### src/rtl/frame_generator_param_pkg.sv
// Shared constants and types for the parametrised Ethernet test-frame generator.
// Register addresses, fixed preamble/SFD bytes and the run-control state type.
package frame_generator_param_pkg;

  localparam logic [7:0] ADDR_HDR_END = 8'h10;
  localparam logic [7:0] ADDR_IFG     = 8'h10;
  localparam logic [7:0] ADDR_CTRL    = 8'h11;
  localparam logic [7:0] ADDR_TARGET  = 8'h12;
  localparam logic [7:0] ADDR_PAYLOAD = 8'h13;
  localparam logic [7:0] ADDR_CKSUM0  = 8'h14;
  localparam logic [7:0] ADDR_CKSUM1  = 8'h15;
  localparam logic [7:0] ADDR_CKSUM2  = 8'h16;
  localparam logic [7:0] ADDR_CKSUM3  = 8'h17;
  localparam logic [7:0] ADDR_FRAMES  = 8'h18;
  localparam logic [7:0] ADDR_STATUS  = 8'h19;

  localparam logic [7:0] PREAMBLE_BYTE = 8'hAA;
  localparam logic [7:0] SFD_BYTE      = 8'hAB;

  localparam int unsigned HDR_BYTES = 24;
  localparam int unsigned HDR_REGS  = 16;

  typedef enum logic [1:0] {
    IDLE,
    SEND,
    GAP
  } fg_state_t;

endpackage

### src/rtl/frame_generator_param_if.sv
// Avalon-MM register bus plus AXI-Stream egress of the frame generator.
// slave = generator view, master = host / downstream view.
interface frame_generator_param_if #(
  parameter int unsigned DATA_W = 16
);
  logic [7:0]          writedata;
  logic                write;
  logic                chipselect;
  logic [7:0]          address;
  logic                read;
  logic [7:0]          readdata;
  logic [DATA_W-1:0]   egress_port_tdata;
  logic [DATA_W/8-1:0] egress_port_tkeep;
  logic                egress_port_tlast;
  logic                egress_port_tready;
  logic                egress_port_tvalid;

  modport slave (
    input  writedata, write, chipselect, address, read, egress_port_tready,
    output readdata, egress_port_tdata, egress_port_tkeep, egress_port_tlast, egress_port_tvalid
  );

  modport master (
    output writedata, write, chipselect, address, read, egress_port_tready,
    input  readdata, egress_port_tdata, egress_port_tkeep, egress_port_tlast, egress_port_tvalid
  );
endinterface

### src/rtl/frame_generator_param_beat_packer.sv
// Builds one egress beat from the current byte index, the 24 header bytes and
// the payload bytes fetched for each lane; first byte of the beat goes in the MSB lane.
module frame_gen_beat_packer
  import frame_generator_param_pkg::*;
#(
  parameter int unsigned BPB = 2
) (
  input  logic [16:0]      i_idx,
  input  logic [16:0]      i_total,
  input  logic [7:0]       i_hdr [HDR_BYTES],
  input  logic [7:0]       i_pay [BPB],
  output logic [BPB*8-1:0] o_tdata,
  output logic [BPB-1:0]   o_tkeep,
  output logic             o_tlast
);
  logic [16:0] w_byte;

  always_comb begin
    o_tdata = '0;
    o_tkeep = '0;
    w_byte  = '0;
    for (int unsigned k = 0; k < BPB; k++) begin
      w_byte = i_idx + 17'(k);
      if (w_byte < i_total) begin
        o_tkeep[BPB-1-k] = 1'b1;
        o_tdata[(BPB-1-k)*8 +: 8] = (w_byte < 17'(HDR_BYTES)) ? i_hdr[w_byte[4:0]] : i_pay[k];
      end
    end
    o_tlast = (i_idx + 17'(BPB)) >= i_total;
  end
endmodule

### src/rtl/frame_generator_param.sv
// Avalon-MM programmed Ethernet test-frame source streaming on AXI-Stream,
// with payload buffer, shadowed header, frame-count target and status readback.
module frame_generator_param
  import frame_generator_param_pkg::*;
#(
  parameter int unsigned DATA_W        = 16,
  parameter int unsigned PAYLOAD_DEPTH = 128
) (
  input logic                   clk,
  input logic                   reset,
  frame_generator_param_if.slave bus
);
  localparam int unsigned BPB   = DATA_W / 8;
  localparam int unsigned PTR_W = $clog2(PAYLOAD_DEPTH);

  fg_state_t        r_state, w_state_next;
  logic [7:0]       r_hdr [HDR_REGS];
  logic [7:0]       r_shd [HDR_REGS];
  logic [7:0]       r_buf [PAYLOAD_DEPTH];
  logic [7:0]       r_ifg, r_shd_ifg, r_target, r_frames, r_run_cnt, r_gap, r_readdata;
  logic             r_en, r_done, r_wr_err;
  logic [PTR_W-1:0] r_wr_ptr;
  logic [31:0]      r_cksum;
  logic [16:0]      r_idx;

  logic             w_wr, w_rd, w_busy, w_valid, w_hs, w_snap, w_frame_done, w_target_hit;
  logic [7:0]       w_run_next, w_rdata;
  logic [16:0]      w_total;
  logic [7:0]       w_hdr [HDR_BYTES];
  logic [7:0]       w_pay [BPB];
  logic [DATA_W-1:0] w_tdata;
  logic [BPB-1:0]   w_tkeep;
  logic             w_tlast;

  assign w_wr    = bus.chipselect && bus.write;
  assign w_rd    = bus.chipselect && bus.read;
  assign w_busy  = (r_state != IDLE);
  assign w_valid = (r_state == SEND);
  assign w_hs    = w_valid && bus.egress_port_tready;
  assign w_total = 17'(HDR_BYTES) + {1'b0, r_shd[13], r_shd[12]};

  // LEN goes out high byte (0x0D) first, type in address order.
  always_comb begin
    w_hdr = '{default: PREAMBLE_BYTE};
    w_hdr[7] = SFD_BYTE;
    for (int unsigned k = 0; k < 12; k++) w_hdr[8+k] = r_shd[k];
    w_hdr[20] = r_shd[13];
    w_hdr[21] = r_shd[12];
    w_hdr[22] = r_shd[14];
    w_hdr[23] = r_shd[15];
  end

  always_comb begin
    for (int unsigned k = 0; k < BPB; k++)
      w_pay[k] = r_buf[PTR_W'(r_idx + 17'(k) - 17'(HDR_BYTES))];
  end

  frame_gen_beat_packer #(.BPB(BPB)) u_packer (
    .i_idx   (r_idx),
    .i_total (w_total),
    .i_hdr   (w_hdr),
    .i_pay   (w_pay),
    .o_tdata (w_tdata),
    .o_tkeep (w_tkeep),
    .o_tlast (w_tlast)
  );

  assign bus.egress_port_tvalid = w_valid;
  assign bus.egress_port_tdata  = w_valid ? w_tdata : '0;
  assign bus.egress_port_tkeep  = w_valid ? w_tkeep : '0;
  assign bus.egress_port_tlast  = w_valid && w_tlast;
  assign bus.readdata           = r_readdata;

  always_ff @(posedge clk) begin
    if (reset) r_state <= IDLE;
    else       r_state <= w_state_next;
  end

  always_comb begin
    w_state_next = r_state;
    w_snap       = 1'b0;
    w_frame_done = 1'b0;
    w_target_hit = 1'b0;
    w_run_next   = r_run_cnt + 8'd1;
    case (r_state)
      IDLE: if (r_en) begin
        w_state_next = SEND;
        w_snap       = 1'b1;
      end
      SEND: if (w_hs && w_tlast) begin
        w_frame_done = 1'b1;
        if (r_target != '0 && w_run_next == r_target) begin
          w_target_hit = 1'b1;
          w_state_next = IDLE;
        end else if (!r_en) begin
          w_state_next = IDLE;
        end else if (r_shd_ifg == '0) begin
          w_snap = 1'b1;
        end else begin
          w_state_next = GAP;
        end
      end
      GAP: if (r_gap == '0) w_state_next = IDLE;
      default: w_state_next = IDLE;
    endcase
  end

  always_ff @(posedge clk) begin
    if (reset) begin
      r_shd     <= '{default: '0};
      r_shd_ifg <= '0;
      r_idx     <= '0;
      r_gap     <= '0;
    end else begin
      if (w_snap) begin
        r_shd     <= r_hdr;
        r_shd_ifg <= r_ifg;
        r_idx     <= '0;
      end else if (w_hs) begin
        r_idx <= r_idx + 17'(BPB);
      end
      if (w_frame_done && w_state_next == GAP) r_gap <= r_shd_ifg - 8'd1;
      else if (r_state == GAP)                 r_gap <= r_gap - 8'd1;
    end
  end

  // Register writes are applied after frame-completion updates so CNT_CLR and EN win.
  always_ff @(posedge clk) begin
    if (reset) begin
      r_hdr     <= '{default: '0};
      r_ifg     <= '0;
      r_en      <= 1'b0;
      r_target  <= '0;
      r_wr_ptr  <= '0;
      r_cksum   <= '0;
      r_frames  <= '0;
      r_run_cnt <= '0;
      r_done    <= 1'b0;
      r_wr_err  <= 1'b0;
    end else begin
      if (w_frame_done) begin
        r_frames  <= r_frames + 8'd1;
        r_run_cnt <= w_run_next;
      end
      if (w_target_hit) begin
        r_done <= 1'b1;
        r_en   <= 1'b0;
      end
      if (w_wr) begin
        if (bus.address < ADDR_HDR_END) r_hdr[bus.address[3:0]] <= bus.writedata;
        case (bus.address)
          ADDR_IFG:    r_ifg <= bus.writedata;
          ADDR_CTRL: begin
            r_en <= bus.writedata[0];
            if (bus.writedata[0]) begin
              r_done <= 1'b0;
              if (!r_en) r_run_cnt <= '0;
            end
            if (bus.writedata[1]) begin
              r_wr_ptr <= '0;
              r_cksum  <= '0;
              r_wr_err <= 1'b0;
            end
            if (bus.writedata[2]) r_frames <= '0;
          end
          ADDR_TARGET: r_target <= bus.writedata;
          ADDR_PAYLOAD: begin
            if (w_busy) begin
              r_wr_err <= 1'b1;
            end else begin
              r_wr_ptr <= r_wr_ptr + PTR_W'(1);
              r_cksum  <= r_cksum + {24'b0, bus.writedata};
            end
          end
          default: ;
        endcase
      end
    end
  end

  always_ff @(posedge clk) begin
    if (w_wr && bus.address == ADDR_PAYLOAD && !w_busy) r_buf[r_wr_ptr] <= bus.writedata;
  end

  always_comb begin
    w_rdata = '0;
    if (bus.address < ADDR_HDR_END) begin
      w_rdata = r_hdr[bus.address[3:0]];
    end else begin
      case (bus.address)
        ADDR_IFG:    w_rdata = r_ifg;
        ADDR_CTRL:   w_rdata = {7'b0, r_en};
        ADDR_TARGET: w_rdata = r_target;
        ADDR_CKSUM0: w_rdata = r_cksum[7:0];
        ADDR_CKSUM1: w_rdata = r_cksum[15:8];
        ADDR_CKSUM2: w_rdata = r_cksum[23:16];
        ADDR_CKSUM3: w_rdata = r_cksum[31:24];
        ADDR_FRAMES: w_rdata = r_frames;
        ADDR_STATUS: w_rdata = {5'b0, r_wr_err, r_done, w_busy};
        default:     w_rdata = '0;
      endcase
    end
  end

  always_ff @(posedge clk) begin
    if (reset) r_readdata <= '0;
    else       r_readdata <= w_rd ? w_rdata : '0;
  end
endmodule

### src/flat_wrapper.sv
// flat-port wrapper written by rule: the top's interface ports become plain ports
module frame_generator_param_flat import frame_generator_param_pkg::*;
#(
  parameter int unsigned DATA_W        = 16,
  parameter int unsigned PAYLOAD_DEPTH = 128
)
  (clk, reset, bus_writedata, bus_write, bus_chipselect, bus_address, bus_read, bus_egress_port_tready, bus_readdata, bus_egress_port_tdata, bus_egress_port_tkeep, bus_egress_port_tlast, bus_egress_port_tvalid);
  frame_generator_param_if #(.DATA_W(DATA_W)) bus_i ();
  input logic clk;
  input logic reset;
  input wire logic [$bits(bus_i.writedata)-1:0] bus_writedata;
  input wire logic [$bits(bus_i.write)-1:0] bus_write;
  input wire logic [$bits(bus_i.chipselect)-1:0] bus_chipselect;
  input wire logic [$bits(bus_i.address)-1:0] bus_address;
  input wire logic [$bits(bus_i.read)-1:0] bus_read;
  input wire logic [$bits(bus_i.egress_port_tready)-1:0] bus_egress_port_tready;
  output wire logic [$bits(bus_i.readdata)-1:0] bus_readdata;
  output wire logic [$bits(bus_i.egress_port_tdata)-1:0] bus_egress_port_tdata;
  output wire logic [$bits(bus_i.egress_port_tkeep)-1:0] bus_egress_port_tkeep;
  output wire logic [$bits(bus_i.egress_port_tlast)-1:0] bus_egress_port_tlast;
  output wire logic [$bits(bus_i.egress_port_tvalid)-1:0] bus_egress_port_tvalid;
  assign bus_i.writedata = bus_writedata;
  assign bus_i.write = bus_write;
  assign bus_i.chipselect = bus_chipselect;
  assign bus_i.address = bus_address;
  assign bus_i.read = bus_read;
  assign bus_i.egress_port_tready = bus_egress_port_tready;
  assign bus_readdata = bus_i.readdata;
  assign bus_egress_port_tdata = bus_i.egress_port_tdata;
  assign bus_egress_port_tkeep = bus_i.egress_port_tkeep;
  assign bus_egress_port_tlast = bus_i.egress_port_tlast;
  assign bus_egress_port_tvalid = bus_i.egress_port_tvalid;
  frame_generator_param #(.DATA_W(DATA_W), .PAYLOAD_DEPTH(PAYLOAD_DEPTH)) u_core (.clk(clk), .reset(reset), .bus(bus_i));
endmodule
### config.mk
export PLATFORM = sky130hd
export DESIGN_NAME = frame_generator_param_flat
export DESIGN_NICKNAME = d
export VERILOG_FILES = /design/src/rtl/frame_generator_param_pkg.sv /design/src/rtl/frame_generator_param_if.sv /design/src/rtl/frame_generator_param_beat_packer.sv /design/src/rtl/frame_generator_param.sv /design/src/flat_wrapper.sv
export SDC_FILE = /design/constraint.sdc
export NUM_CORES = 2
export LEC_CHECK = 0
export CAP_MARGIN = 20
export CORE_AREA = 2 2 398 400
export DETAILED_ROUTE_END_ITERATION = 16
export DIE_AREA = 0 0 400 402
export PLACE_DENSITY_LB_ADDON = 0.25
export SLEW_MARGIN = 20
export SYNTH_ARGS = -nofsm -noshare
export SYNTH_HDL_FRONTEND = slang
export SYNTH_HIERARCHICAL = 1
export SYNTH_SLANG_ARGS = --single-unit
### constraint.sdc
create_clock -name clk -period 5.2 [get_ports clk]
set_clock_uncertainty 0.1 [all_clocks]
set_input_delay 0.78 -clock clk [delete_from_list [all_inputs] [get_ports clk]]
set_output_delay 0.78 -clock clk [all_outputs]
set_load 0.01 [all_outputs]
==> results.md <==
* CP peak stage delay at between 0.5 and 0.6 ns
* Tot Pwr at 22.96 mW
* Worst Tran Pin Value at 1.098 ns
* Most frequent cells in the layout: edfxtp_1 (1024), mux4_2 (476), dfxtp_1 (367)
* Cts bufs inserted at between 150 and 200
* CTS tree: built
* Initial core utilization at 39.71%
* Die height at around 400 microns
* Netlist Area Pre-Place at 0.06238 sq mm
* Grt ovf at 0
* Syn Area/Cell at 15.32 sq um
* Final min period at 5.007 ns
* Dpl cell area at about 0.067 sq mm
* Commonest non-fill, non-tap cell in the layout: edfxtp_1
* Detailed Routing Iterations Pass 1 at 7
* WP data required at 4.32 ns
* Core Area at 0.1571 sq mm
* Initial antenna violation count at 5
* Ratio of cells with drive above 1 in the final layout at 23.84%
* Finished Layout Cells at 6613
* IR drop worst, VDD at 0.0002685 V
* Critical-path cell list: buf_12, nand3_2, or4_4, nor2_1, xor2_1, ha_1, a21o_1, a21o_1, a211oi_1, o31ai_1, buf_4, and2_1, dlygate4sd2_1
* Post-route DRC at 0
* Clk buf depth at 3
* Part of the cycle the worst path needs at 96.29%
* Die Wd at 400 microns
* Status: completed
* Syn Inst Count at slightly above 4000
* Slew margin rel. at 26.60%
* Synthesis-to-layout area growth at 16.48%
* Hold WC Path Type: in2reg
* Synth Flop Type: edfxtp_1
* All-layer global routing usage at around a fifth
* Slew Viols, Final at 0
* Cell repeated most along the worst path: a21o_1
* DP HPWL at between 100 and 150 mm
* Power Density at 316.1 mW/mm^2
* GPL Wtd Cong at 0.8324
* Crit path capture type: output port
* Leakage power at 23.41 nW
* Drt first-iter violations at roughly 3900
* Clk slew on worst S/H paths at 0.06 ns
* First-pass GRT wire length at approximately 250 mm
* Max Freq at 199.7 MHz
* Clock Latency Late Sink at 0.80 ns
* Std-Cell Rows at 146
* Arr. time, crit path at 4.13 ns
* Final WL at 167.9 mm
* Sequential fraction of the synthesis area at between 60% and 70%
* DP Worst Slack at 0.3467 ns
* WL/cell at 25.39 microns
* Worst Setup Start Kind: flip-flop
* Final Instance Area at 0.07265 sq mm
* Inst Count DP at 6320
* Yosys warns at 6
* Via density per instance at around 5.6
* Setup WS post-layout at 0.1929 ns
* Slowest CP cell: or4_4
* Final hold vios at 0
* Remaining antenna violation count after routing at 0
* Max Cap Viol at 0
* Finish-stage setup viols at 0
* Synthesis-stage register bit count at 1396
* Largest net degree at the start of global routing at 180
* Post-Route Setup TNS at 0 ns
* Cell variety after synth at 80
* Setup Crit Path Kind: reg2out
* Vias at 36853
* RSZ-0062 raised after global routing: no
* Full die area at 0.1608 sq mm
* Crit path max fanout at 9
* Nets at around 4500
* IO Port Bufs at 49
* Asr flop ratio synth at 0%
* Post-synth EDFFs at approximately 1000
* I/O pin total at 50
* CTS Root Cell: clkbuf_16
* # clock sinks at approximately 1400
* Vias in the first global route at approximately 36000
* Htree depth at 4
synth_stat cells (all sizes together), types with 7 or more instances:
cell type | number | area, sq um
mux2 | 12 | 135.1
clkbuf | 175 | 658.1
xnor2 | 63 | 551.8
or3 | 16 | 105.1
a221oi | 7 | 61.31
ha | 67 | 838.3
mux2i | 235 | 2352
xor2 | 43 | 376.6
a21oi | 128 | 640.6
nand3 | 76 | 390.4
mux4 | 476 | 10720
o21ai | 51 | 255.3
a211oi | 26 | 205.2
and3 | 8 | 50.05
dfxtp | 372 | 7447
nand4b | 9 | 78.83
nand3b | 10 | 75.07
o22ai | 8 | 50.05
nor2 | 330 | 1239
a31oi | 13 | 81.33
edfxtp | 1024 | 30750
nand4 | 42 | 277.8
nand2 | 215 | 807.0
nor3 | 74 | 430.4
nor2b | 13 | 81.33
buf | 97 | 511.7
a21o | 25 | 187.7
inv | 35 | 131.4
nor4 | 24 | 192.7
nand2b | 281 | 1758
o21a | 10 | 75.07
and2 | 27 | 168.9
power breakdown:
part           switching (mW)  internal (mW)
registers            0.000845           11.9
clock network            4.59           5.88
logic                   0.391          0.173
through the flow:
step | hold slack, ns | util (%)
5_1_grt | 0.1075 | 46.24
4_1_cts | 0.09409 | 46.10
6_report | 0.1479 | 46.25
2_1_floorplan | 0.3456 | -
3_5_place_dp | 0.3624 | 42.71
3_3_place_gp | 0.3573 | 42.71
per-layer routing:
layer	track usage (%)	vias up	wire, microns
met3	4.523	234	11880
met2	31.81	1144	77800
met1	29.52	19127	73430
li1	-	16348	-
met4	6.374	0	4819
met5	0	-	0
sequential cells by signal (all words and copies together), names as in the netlist, 2 cells and up:
register,cells
u_core/r_run_cnt,8
u_core/r_shd_ifg,8
u_core/bus.readdata,8
u_core/r_hdr,128
u_core/r_ifg,8
u_core/r_target,8
u_core/r_shd,128
u_core/r_buf,1024
u_core/r_cksum,32
u_core/r_frames,8
u_core/r_wr_ptr,7
u_core/r_gap,8
u_core/r_idx,16
u_core/r_state,2
layout make-up:
cell class,instances,area [sq um]
Fill cell,13664,84450
Sequential cell,1396,38210
Multi-Input combinational cell,2497,23650
Clock buffer,189,4003
Timing Repair Buffer,340,3216
Tap cell,2072,2592
Clock inverter,80,835.8
Inverter,36,135.1
Antenna cell,3,7.507
worst max-delay path: cells and delay by family, from the launching register on:
kind                     cells  cell delay, ns
buffers and inverters        3            0.69
AO/OA/AOI/OAI                4            0.67
flip-flops                   1            0.47
AND/OR/NAND/NOR              4            1.06
adder cells (fa/ha/maj)      1            0.27
XOR/XNOR                     1            0.16
timing repair:
| action | 4_1_cts | 5_1_grt |
|---|---|---|
| cloned | 6 | 4 |
| setup buffers | 8 | 3 |
| hold buffers | 0 | 0 |
| setup endpoints to repair | 18 | 16 |
| hold endpoints to repair | 0 | 0 |
| gates resized for setup | 65 | 26 |
| pin swaps | 8 | 9 |
path summary, 6_finish.rpt:
kind	from	to	slack (ns)	cells after the start
hold / removal	bus_writedata[6]	u_core/r_buf[60][6]	0.15	1
setup reg to reg	u_core/r_idx[1]	u_core/r_gap[2]	0.39	21
hold reg to reg	u_core/r_hdr[54]	u_core/r_shd[54]	0.36	2
setup / recovery	u_core/r_idx[1]	bus_egress_port_tlast	0.19	13
cell families (layout without fill, tap and decap cells):
| family | count (synthesis) | after routing | synth area share (%) |
|---|---|---|---|
| flops | 1396 | 1396 | 61.23 |
| simple gates | 1147 | 1147 | 9.367 |
| mux | 723 | 723 | 21.17 |
| compound gates | 321 | 322 | 3.256 |
| buf+inv | 308 | 645 | 2.092 |
| xor+xnor | 106 | 106 | 1.488 |
| fa+ha+maj | 68 | 68 | 1.376 |
| other cells | 2 | 134 | 0.01204 |
Note: power is estimated with default switching activity, not from simulation.
